File: config.mk
export PLATFORM = sky130hd
export DESIGN_NAME = porta_pad_scan
export DESIGN_NICKNAME = d
export VERILOG_FILES = /design/src/rtl/porta_pad_scan.sv
export SDC_FILE = /design/constraint.sdc
export NUM_CORES = 1
export LEC_CHECK = 0
export CAP_MARGIN = 15
export CORE_UTILIZATION = 60
export CTS_CLUSTER_SIZE = 28
export DETAILED_ROUTE_END_ITERATION = 12
export MAX_ROUTING_LAYER = met4
export PLACE_DENSITY = 0.79
export SYNTH_ARGS = -nofsm -noshare
export SYNTH_HDL_FRONTEND = slang
export SYNTH_SLANG_ARGS = --single-unit
export TNS_END_PERCENT = 100
File: constraint.sdc
create_clock -name clk -period 2.6 [get_ports clk]
set_input_delay 0.52 -clock clk [delete_from_list [all_inputs] [get_ports clk]]
set_output_delay 0.52 -clock clk [all_outputs]
set_load 0.05 [all_outputs]
File: src/rtl/porta_pad_scan.sv
// Dual SNES-style gamepad scanner with per-pad debounce, driving the active-low ColecoVision controller lines.
// Optional feature: define PORTA_PAD_TURBO_EN for L+R auto-fire on B/A.

module porta_pad_lane #(
  parameter int DEBOUNCE_SCANS = 2
) (
  input  logic        clk,
  input  logic        RESETn,
  input  logic        i_commit,
  input  logic [11:0] i_scan,
  input  logic        i_c4,
  input  logic        i_c7,
  output logic [5:0]  o_lines
);
  localparam logic [2:0] DB = 3'(DEBOUNCE_SCANS);

  logic [11:0] r_cand, r_stable;
  logic [2:0]  r_cnt;
  logic [2:0]  w_cnt_nxt;
  logic        w_b, w_a, w_l, w_r;
  logic [3:0]  w_nib;
  logic [5:0]  w_j, w_k;

  assign w_cnt_nxt = (i_scan != r_cand) ? 3'd1 :
                     (r_cnt == 3'd7)    ? r_cnt : r_cnt + 3'd1;

  always_ff @(posedge clk or negedge RESETn) begin
    if (!RESETn) begin
      r_cand   <= '1;
      r_stable <= '1;
      r_cnt    <= '0;
    end else if (i_commit) begin
      r_cand <= i_scan;
      r_cnt  <= w_cnt_nxt;
      if (w_cnt_nxt >= DB) r_stable <= i_scan;
    end
  end

`ifdef PORTA_PAD_TURBO_EN
  logic [1:0] r_tcnt;
  logic       r_tog;
  logic       w_combo;

  always_ff @(posedge clk or negedge RESETn) begin
    if (!RESETn) begin
      r_tcnt <= '0;
      r_tog  <= 1'b0;
    end else if (i_commit) begin
      r_tcnt <= r_tcnt + 2'd1;
      if (r_tcnt == 2'd3) r_tog <= ~r_tog;
    end
  end

  // Held L+R forces fire to read released on alternate 4-scan runs and hides the L/R keys.
  assign w_combo = ~r_stable[10] & ~r_stable[11];
  assign w_b     = r_stable[0]  | (w_combo & r_tog);
  assign w_a     = r_stable[8]  | (w_combo & r_tog);
  assign w_l     = r_stable[10] | w_combo;
  assign w_r     = r_stable[11] | w_combo;
`else
  assign w_b = r_stable[0];
  assign w_a = r_stable[8];
  assign w_l = r_stable[10];
  assign w_r = r_stable[11];
`endif

  always_comb begin
    w_nib = 4'hF;
    if      (!r_stable[2]) w_nib = 4'h6;
    else if (!r_stable[3]) w_nib = 4'h9;
    else if (!r_stable[1]) w_nib = 4'hD;
    else if (!r_stable[9]) w_nib = 4'h7;
    else if (!w_l)         w_nib = 4'hC;
    else if (!w_r)         w_nib = 4'h2;
  end

  assign w_j = {w_b, 1'b1, r_stable[6], r_stable[5], r_stable[7], r_stable[4]};
  assign w_k = {w_a, 1'b1, w_nib};

  always_comb begin
    case ({i_c7, i_c4})
      2'b01:   o_lines = w_j;
      2'b10:   o_lines = w_k;
      2'b00:   o_lines = w_j & w_k;
      default: o_lines = 6'h3F;
    endcase
  end
endmodule

module porta_pad_scan #(
  parameter int CLK_DIV        = 4,
  parameter int SCAN_DIV       = 59659,
  parameter int DEBOUNCE_SCANS = 2
) (
  input  logic       clk,
  input  logic       RESETn,
  output logic       pad_latch,
  output logic       pad_clk,
  input  logic       pad1_data,
  input  logic       pad2_data,
  input  logic       C1_4,
  input  logic       C1_7,
  input  logic       C2_4,
  input  logic       C2_7,
  output logic [5:0] C1_out,
  output logic [5:0] C2_out,
  output logic       scan_done
);
  localparam int IW = $clog2(SCAN_DIV + 1);
  localparam int PW = $clog2(2 * CLK_DIV + 1);
  localparam logic [IW-1:0] IV_LAST = IW'(SCAN_DIV - 1);
  localparam logic [PW-1:0] PH_LAST = PW'(2 * CLK_DIV - 1);
  localparam logic [PW-1:0] PH_HI   = PW'(CLK_DIV);

  typedef enum logic [1:0] {IDLE, LATCH, SHIFT, COMMIT} state_t;

  state_t             r_state, w_nxt_state;
  logic [IW-1:0]      r_ivl, w_ivl_nxt;
  logic [PW-1:0]      r_ph, w_nxt_ph;
  logic [3:0]         r_bit, w_nxt_bit;
  logic               w_sample;
  logic [1:0][11:0]   r_sh;
  logic [1:0]         w_din, w_c4, w_c7;
  logic [1:0][5:0]    w_lines;
  logic               r_latch, r_pclk, r_done;

  assign w_din     = {pad2_data, pad1_data};
  assign w_c4      = {C2_4, C1_4};
  assign w_c7      = {C2_7, C1_7};
  assign w_ivl_nxt = (r_ivl == IV_LAST) ? '0 : r_ivl + IW'(1);

  always_comb begin
    w_nxt_state = r_state;
    w_nxt_ph    = r_ph;
    w_nxt_bit   = r_bit;
    w_sample    = 1'b0;
    case (r_state)
      IDLE: if (r_ivl == IV_LAST) begin
        w_nxt_state = LATCH;
        w_nxt_ph    = '0;
        w_nxt_bit   = 4'd0;
      end
      LATCH: if (r_ph == PH_LAST) begin
        w_sample    = 1'b1;
        w_nxt_state = SHIFT;
        w_nxt_ph    = '0;
        w_nxt_bit   = 4'd1;
      end else w_nxt_ph = r_ph + PW'(1);
      SHIFT: if (r_ph == PH_LAST) begin
        w_sample = 1'b1;
        w_nxt_ph = '0;
        if (r_bit == 4'd15) w_nxt_state = COMMIT;
        else                w_nxt_bit   = r_bit + 4'd1;
      end else w_nxt_ph = r_ph + PW'(1);
      default: w_nxt_state = IDLE;
    endcase
  end

  // Pad-facing strobes are registered from next-state so they stay glitch-free and aligned with the FSM.
  always_ff @(posedge clk or negedge RESETn) begin
    if (!RESETn) begin
      r_state <= IDLE;
      r_ivl   <= '0;
      r_ph    <= '0;
      r_bit   <= '0;
      r_sh    <= '1;
      r_latch <= 1'b0;
      r_pclk  <= 1'b1;
      r_done  <= 1'b0;
    end else begin
      r_state <= w_nxt_state;
      r_ivl   <= w_ivl_nxt;
      r_ph    <= w_nxt_ph;
      r_bit   <= w_nxt_bit;
      if (w_sample && r_bit < 4'd12)
        for (int p = 0; p < 2; p++) r_sh[p][r_bit] <= w_din[p];
      r_latch <= (w_nxt_state == LATCH);
      r_pclk  <= !((w_nxt_state == SHIFT) && (w_nxt_ph < PH_HI));
      r_done  <= (w_nxt_state == COMMIT);
    end
  end

  generate
    for (genvar g = 0; g < 2; g++) begin : g_lane
      porta_pad_lane #(.DEBOUNCE_SCANS(DEBOUNCE_SCANS)) u_lane (
        .clk      (clk),
        .RESETn   (RESETn),
        .i_commit (r_done),
        .i_scan   (r_sh[g]),
        .i_c4     (w_c4[g]),
        .i_c7     (w_c7[g]),
        .o_lines  (w_lines[g])
      );
    end
  endgenerate

  assign pad_latch = r_latch;
  assign pad_clk   = r_pclk;
  assign scan_done = r_done;
  assign C1_out    = w_lines[0];
  assign C2_out    = w_lines[1];
endmodule
Word level (Yosys, flattened, before mapping)
Cells that the tools add are included.
Widths: inputs -> output; s select.
{"block": "totals", "ff_bits": 107, "out_inout_bits": 15}
{"block": "op_classes", "add_sub_neg": 5, "magnitude_cmp": 6, "eq_ne": 20, "mux": 38, "bitwise": 2, "n_reduce_logical": 12}
{"operator": "$mux 4", "count": 18}
{"operator": "$pmux 6 s3", "count": 2}
{"operator": "$bwmux 12", "count": 2}
{"operator": "$ne 12x12->1", "count": 2}
{"operator": "$add 16x1->16 const B", "count": 1}
{"operator": "$eq 16x16->1 const B", "count": 1}
{"operator": "$mux 16", "count": 1}
{"operator": "$and 6x6->6", "count": 2}
{"operator": "$mux 3", "count": 4}
{"operator": "$pmux 4 s3", "count": 1}
{"operator": "$eq 2x2->1 const B", "count": 5}
{"operator": "$add 4x1->4 const B", "count": 2}
{"operator": "$eq 2x1->1 const B", "count": 4}
{"operator": "$mux 2", "count": 4}
{"operator": "$ne 2x2->1 const B", "count": 4}
{"operator": "$pmux 4 s2", "count": 1}
{"operator": "$add 3x1->3 const B", "count": 2}
{"operator": "$eq 3x3->1 const B", "count": 2}
{"operator": "$ge 3x2->1 const B", "count": 2}
{"operator": "$logic_not 2->1", "count": 3}
{"operator": "$pmux 2 s3", "count": 1}
{"operator": "$lt 4x5->1 const B", "count": 1}
{"operator": "$reduce_and 5->1", "count": 1}
{"operator": "$demux 1 s4", "count": 1}
{"operator": "other kinds (11)", "count": 16}

Logic depth before layout (Yosys ltp)
Gate-level depths: netlist (run 1).
{"block": "depth", "word_depth": 8, "mapped_depth": 7, "depth_no_buf": 6}

By module
From an unflattened synthesis (run 1), not the netlist that was laid out.
{"block": "unflattened", "hier_cells": 439, "area_unflattened_um2": 5449.0}
{"module": "porta_pad_lane", "instances": 2, "cells_each": 102, "area_each_um2": 1380.1, "seq_area_each_um2": 705.7}
{"module": "porta_pad_scan", "instances": 1, "cells_each": 235, "area_each_um2": 2688.8, "seq_area_each_um2": 1357.6}

Least setup slack after synthesis (run 1)
No wires, ideal clock.
{"block": "synth_timing", "path_type": "reg2reg", "startpoint": "register r_done, in the netlist scan_done", "endpoint": "register g_lane[0].u_lane.r_stable[10]", "setup_ns": 0.082, "t_arrival_ns": 1.933, "setup_slack_ns": 0.585, "path_stages_with_launch": 6, "n_path_buf": 2, "path_cell_list": "dfrtp_1 clkbuf_1 o31ai_1 nor4_1 buf_2 mux2_2"}
{"block": "synth_via", "elab_chain_cells": 1}
{"item": "start: declaration", "line": "125", "source": "logic r_latch, r_pclk, r_done;"}
{"item": "start signal: assignment", "line": "179", "source": "r_done <= (w_nxt_state == COMMIT);"}
{"item": "$reduce_and 2->1 (no source line)"}
{"item": "end signal: assignment", "line": "35", "source": "if (w_cnt_nxt >= DB) r_stable <= i_scan;"}
{"item": "end: declaration", "line": "17", "source": "logic [11:0] r_cand, r_stable;"}
Every way passes these cells.
A chain may end at the register's enable or synchronous reset.

Worst setup path after layout (run 1)
{"block": "layout_timing", "startpoint": "register r_pclk, in the netlist pad_clk", "endpoint": "output pad_clk"}
{"item": "start: declaration", "line": "125"}
{"item": "start signal: assignment", "line": "178", "source": "r_pclk <= !((w_nxt_state == SHIFT) && (w_nxt_ph < PH_HI));"}
{"item": "end: declaration", "line": "98", "source": "output logic pad_clk,"}
No word-level cell between the ends.

==> out/metrics.csv, run 1 <==
metric,value,unit
final antenna-violating net count,0,
I/O Buffers,20,
leakage power,2.45,nW
max-cap viol count,0,
grt total ovfl,0,
clk buf depth,2,
Unique masters post-synth,47,
Iter 0 DRT Violations,117,
drt wl/cell,16.4,um
Main synth FF type,dfstp_2,
Die Y,95.4,um
Initial Util,62.8,%
actual slew at the worst max-slew pin,0.535,ns
htree depth,3,
worst path cell trace,clkdlybuf4s50_1,
Max Clk Rate,0.457,GHz
#FFs+latches synth,107,
Power Dens Cells,504,mW/mm^2
"EDFF count, synth",0,
crit end category,output port,
CORE AREA,0.00834,sq mm
I/O Pins,23,
pins over their slew limit,0,
TritonRoute pass-1 iters,4,
FILL cells,599,
final number of setup-violating endpoints,0,
FF+latch area,0.00277,sq mm
highest cell delay on the worst timing path,0.79,ns
Fin Clk Skew,0.0120,ns
crit path DAT,1.67,ns
Mapped Avg Cell Area,12.2,sq um
Slew Limit Headroom,64.0,%
element type at the critical path start,flop,
initial antenna violation count,0,
# diodes,0,
post-cts gate resize count,0,
via count,3303,
"commonest non-fill, non-tap cells in the layout","73 x mux2_2, 73 x dfstp_2, 34 x dfrtp_1, 31 x xnor2_1, 24 x nand2_1",
clk_lat worst skew,0.36,ns
TritonCTS buffer count,9,
Hold Buf Count CTS,0,
hpwl dp,6810,um
detailed-route wire length,9250,um
CP top delay family,buffers and inverters,
synthesized area,0.00524,sq mm
Post-CTS Setup Inserts,0,
worst path required time,2.08,ns
WS Path Type,reg2out,
largest net degree at the start of global routing,48,
Worst Hold Class,in2async,
share of cells above drive strength 1,41.1,%
dpl cell area,0.00569,sq mm
Max IR drop VDD,0.246,mV
Tot GR Track Use,24.0,%
std cell rows,33,
Slowest cell on crit path,clkdlybuf4s50_1,
Layout area overhead,12.8,%
Clock Root Buffer,clkbuf_8,
crit path max fanout,1,
ys async rst share,100,%
Final #Nets,476,
"Reg clk slew, reported paths",0.10,ns
synth warn,0,
footprint of the multi-input gates,0.00235,sq mm
vias in the first global route,3365,
hold slack,0.107,ns
worst path bufs/invs,1,
Tcrit/Tclk final,84.2,%
drt drc,0,
RD Place Congestion,0.827,
first-pass GRT wire length,16200,um
Clock Sinks,107,
"Seq/Total Area, Yosys",52.9,%
TritonCTS clock tree,yes,
post-layout min period,2.19,ns
R2R Setup Slk,0.55,ns
Chip Width,95.4,um
design area,0.00591,sq mm
final hold violations,0,
vias per cell,5.85,
setup TNS,0,ns
status,finished clean,
RSZ-0062 raised after global routing,false,
DIE AREA,0.00910,sq mm
post-synthesis cell count,430,
through the flow:
step / instances / util, % / power [W] / setup slack (ns)
CTS: 565 / 70.8 / 0.00301 / 0.387
floorplan: 431 / - / 0.00183 / 0.585
global placement: 549 / 68.2 / 0.00193 / 0.508
global route: 565 / 70.8 / 0.00311 / 0.332
detailed placement: 549 / 68.2 / 0.00193 / 0.453
finish: 565 / 70.8 / 0.00298 / 0.411
cell type report:
class                   instances  share of cell area [%]
inverters                      18                    1.14
well taps                     105                    2.22
multi-input cells             292                    39.8
flip-flops and latches        107                    46.9
repair buffers                 27                    6.31
clock buffers                   9                    2.10
clock inverters                 7                    1.55
flip-flops by register name (all words and copies together) (netlist names):
| register | cells |
|---|---|
| scan_done | 1 |
| r_state | 2 |
| r_ph | 4 |
| g_lane.u_lane.r_stable | 24 |
| g_lane.u_lane.r_cnt | 6 |
| pad_clk | 1 |
| pad_latch | 1 |
| r_sh | 24 |
| g_lane.u_lane.r_cand | 24 |
| r_ivl | 16 |
| r_bit | 4 |
report_power, final:
group	internal, W	switching (W)	total [W]
Sequential	0.00170	0.0000245	0.00173
Combinational	0.0000760	0.0000979	0.000174
Clock	0.000539	0.000537	0.00108
cell usage after synthesis, drive strengths merged, types with 3 or more instances:
cell,count,area (sq um)
inv,18,67.6
nor4,6,52.6
or3,3,18.8
buf,5,30.0
o41ai,4,35.0
o21ai,10,50.1
dfrtp,34,851
mux2,73,822
nor2,19,71.3
xnor2,31,272
nor3,5,25.0
ha,13,163
o22a,8,70.1
and4b,3,30.0
dfstp,73,1920
and3,3,20.0
nor2b,3,18.8
nand2b,3,18.8
nand2,24,90.1
a22o,3,26.3
o21ba,3,30.0
xor2,5,43.8
o31ai,4,30.0
nand3b,3,22.5
a21oi,16,80.1
nand4,9,56.3
nand3,18,90.1
clkbuf,9,33.8
logic make-up after synthesis:
family,Yosys count,synth area share (%)
DFF,107,52.9
muxes,75,16.1
and+or+nand+nor,109,11.5
xor gates and xnor gates,36,6.02
adders and majority gates,13,3.11
buffers and inverters,32,2.51
other,1,0.0716
AOI/OAI and AO/OA,57,7.77
worst paths after layout:
check | cells past startpoint | endpoint | startpoint
setup / recovery | 1 | pad_clk | pad_clk$_DFF_PN1_
hold / removal | 1 | g_lane[1].u_lane.r_cnt[1]$_DFFE_PN0P_ | RESETn
setup reg to reg | 4 | r_bit[3]$_DFFE_PN0P_ | r_ivl[4]$_DFF_PN0_
hold reg to reg | 1 | r_ivl[12]$_DFF_PN0_ | r_ivl[12]$_DFF_PN0_
max in group asynchronous | 2 | g_lane[1].u_lane.r_stable[11]$_DFFE_PN1P_ | RESETn
min in group clk | 1 | r_ivl[12]$_DFF_PN0_ | r_ivl[12]$_DFF_PN0_
layer usage:
layer	vias to the layer above	global-route usage, %	wire length, um
met3	11	5.02	230
li1	1577	-	-
met4	0	5.22	100
met1	1679	30.1	4190
met5	-	-	0
met2	36	40.2	4730
Note: power is estimated with default switching activity, not from simulation.
==> run 2: changes to the inputs <==
- CORE_UTILIZATION: 60 -> 55
- PLACE_DENSITY: 0.79 -> 0.76
- clock period: 2.6 -> 1.95 ns (I/O delays scaled with it)
==> out/metrics.csv, run 2 (synthesized netlist as in run 1, its figures left out) <==
metric,value,unit,change
status,finished with violations,,
failing checks,setup timing,,
first-pass GRT wire length,17100,um,+5.8%
I/O Pins,23,,unchanged
design area,0.00623,sq mm,+5.5%
Slowest cell on crit path,dfstp_2,,
part of the power in registers,57.5,%,-0.5 points
Largest regs,"g_lane.u_lane.r_cand (24), g_lane.u_lane.r_stable (24), r_sh (24)",,
grt total ovfl,0,,unchanged
vias per cell,5.55,,-5.1%
Layout area overhead,19.0,%,
I/O Buffers,20,,unchanged
WS Path Type,reg2reg,,
Max IR drop VDD,0.594,mV,+140%
TritonCTS clock tree,yes,,
share of cells above drive strength 1,48.1,%,+7.0 points
CORE AREA,0.00924,sq mm,+11%
clk buf depth,2,,unchanged
final hold violations,0,,unchanged
worst path cell trace,"xnor2_2, nand4_1, nor4_4, buf_6, mux2_2",,
drt wl/cell,16.8,um,+2.9%
pins over their slew limit,0,,unchanged
Finished Layout Cells,611,,+8.1%
initial antenna violation count,0,,unchanged
Final WS setup,-0.00239,ns,-0.413 ns
Internal,0.00309,W,+33%
actual slew at the worst max-slew pin,0.541,ns,+0.00598 ns
Die Y,99.6,um,+4.4%
dpl cell area,0.00581,sq mm,+2.0%
worst path required time,2.24,ns,+0.16 ns
setup TNS,-0.00239,ns,-0.00239 ns
RD Place Congestion,0.797,,-3.6%
Iter 0 DRT Violations,76,,-35%
final number of setup-violating endpoints,1,,+1
# diodes,0,,unchanged
largest net degree at the start of global routing,46,,-4.2%
post-layout min period,1.95,ns,
element type at the critical path start,flop,,
"Reg clk slew, reported paths",0.10,ns,about the same
vias in the first global route,3473,,+3.2%
max-cap viol count,0,,unchanged
htree depth,3,,unchanged
Final #Nets,498,,+4.6%
"commonest non-fill, non-tap cells in the layout","73 x dfstp_2, 68 x mux2_2, 33 x dfrtp_1, 30 x xnor2_1, 25 x buf_4",,
crit path max fanout,6,,+5
hold slack,0.477,ns,+0.370 ns
Tot GR Track Use,22.7,%,-1.2 points
Clock Sinks,107,,unchanged
Initial Util,56.7,%,-6.1 points
DIE AREA,0.00991,sq mm,+8.9%
combinational power share,6.3,%,+0.5 points
hpwl dp,7080,um,+3.8%
leakage power,2.60,nW,+6.1%
Tcrit/Tclk final,100,%,
Chip Width,99.6,um,+4.4%
Clk pwr share,36.2,%,about the same
via count,3388,,+2.6%
TritonRoute pass-1 iters,4,,unchanged
Net Sw Power,0.000910,W,+38%
CP top delay family,simple AND/OR/NAND/NOR gates,,
clk_lat worst skew,0.36,ns,about the same
Fin Clk Skew,0.0134,ns,+0.00137 ns
TritonCTS buffer count,9,,unchanged
highest cell delay on the worst timing path,0.60,ns,-0.19 ns
final antenna-violating net count,0,,unchanged
Worst Hold Class,in2async,,
worst reg2reg startpoint,r_sh[11]$_DFFE_PN1P_,,
dpl cells,583,,+6.2%
worst path bufs/invs,1,,unchanged
"commonest non-fill, non-tap cell in the layout",dfstp_2,,
Clock Root Buffer,clkbuf_8,,
RSZ-0062 raised after global routing,true,,
crit end category,flop,,
std cell rows,35,,+6.1%
Worst Setup SP,r_sh[11]$_DFFE_PN1P_,,
crit path DAT,2.24,ns,+0.57 ns
Power Dens Cells,642,mW/mm^2,+27%
Slew Limit Headroom,63.6,%,-0.40 points
detailed-route wire length,10300,um,+11%
Net Sw Frac,22.7,%,+0.60 points
Max Clk Rate,0.512,GHz,
drt drc,0,,unchanged
total chip power,0.00400,W,+34%
run 2: changes by cell type in the layout (fill, tap and decap cells not counted), moves of 3 or more:
cell     delta
buf_4      +18
a21oi_1     -5
a21oi_2     +5
mux2_2      -5
mux2_4      +5
buf_6       +3
o41ai_1     -3
o41ai_2     +3
run 2: final timing paths:
check | endpoint | slack, ns | cells past startpoint
max | g_lane[0].u_lane.r_stable[2]$_DFFE_PN1P_ | -0.002 | 5
min | g_lane[1].u_lane.r_cnt[0]$_DFFE_PN0P_ | 0.48 | 2
max reg2reg | g_lane[0].u_lane.r_stable[2]$_DFFE_PN1P_ | -0.002 | 5
min reg2reg | r_ivl[12]$_DFF_PN0_ | 0.49 | 1
max in group asynchronous | g_lane[1].u_lane.r_cand[1]$_DFFE_PN1P_ | 0.84 | 3
min in group clk | r_ivl[12]$_DFF_PN0_ | 0.49 | 1
run 2: area by class of cell:
cell class,instances,area [sq um]
sequential,107,2770
clock buffer,11,163
fill,681,3010
multi-input combinational,292,2450
clock inverter,5,58.8
tap,129,161
inverter,18,67.6
timing repair buffer,49,562
run 2: what timing repair did:
action                                 in CTS  in global routing
gates resized for setup                     4                 29
gates cloned                                0                  1
setup endpoints to repair                   4                 29
hold buffers                                1                  0
endpoints found under the hold margin       6                  0
pin swaps                                   8                 10
buffers inserted                            4                  6
run 2: power groups by stage:
stage	Sequential, W	Combinational (W)	Clock [W]
after global routing	0.00231	0.000270	0.00158
after CTS	0.00230	0.000248	0.00149
after floorplan	0.00233	0.000113	0
after global placement	0.00234	0.000241	0
final	0.00230	0.000251	0.00145
after detailed placement	0.00234	0.000245	0
run 2: routing by layer:
metal / vias to the layer above / track usage (%) / wire (um)
met2: 44 / 38.5 / 5310
met4: 0 / 4.41 / 55
met1: 1715 / 28.8 / 4680
met3: 4 / 4.22 / 242
met5: - / - / 0
li1: 1625 / - / -
run 2: through the flow:
stage | util [%] | worst slack [ns]
floorplan | - | 0.0489
global placement | 62.9 | 0.103
detailed placement | 62.9 | 0.0797
CTS | 65.7 | 0.00565
global route | 67.4 | -0.0829
finish | 67.4 | -0.00239
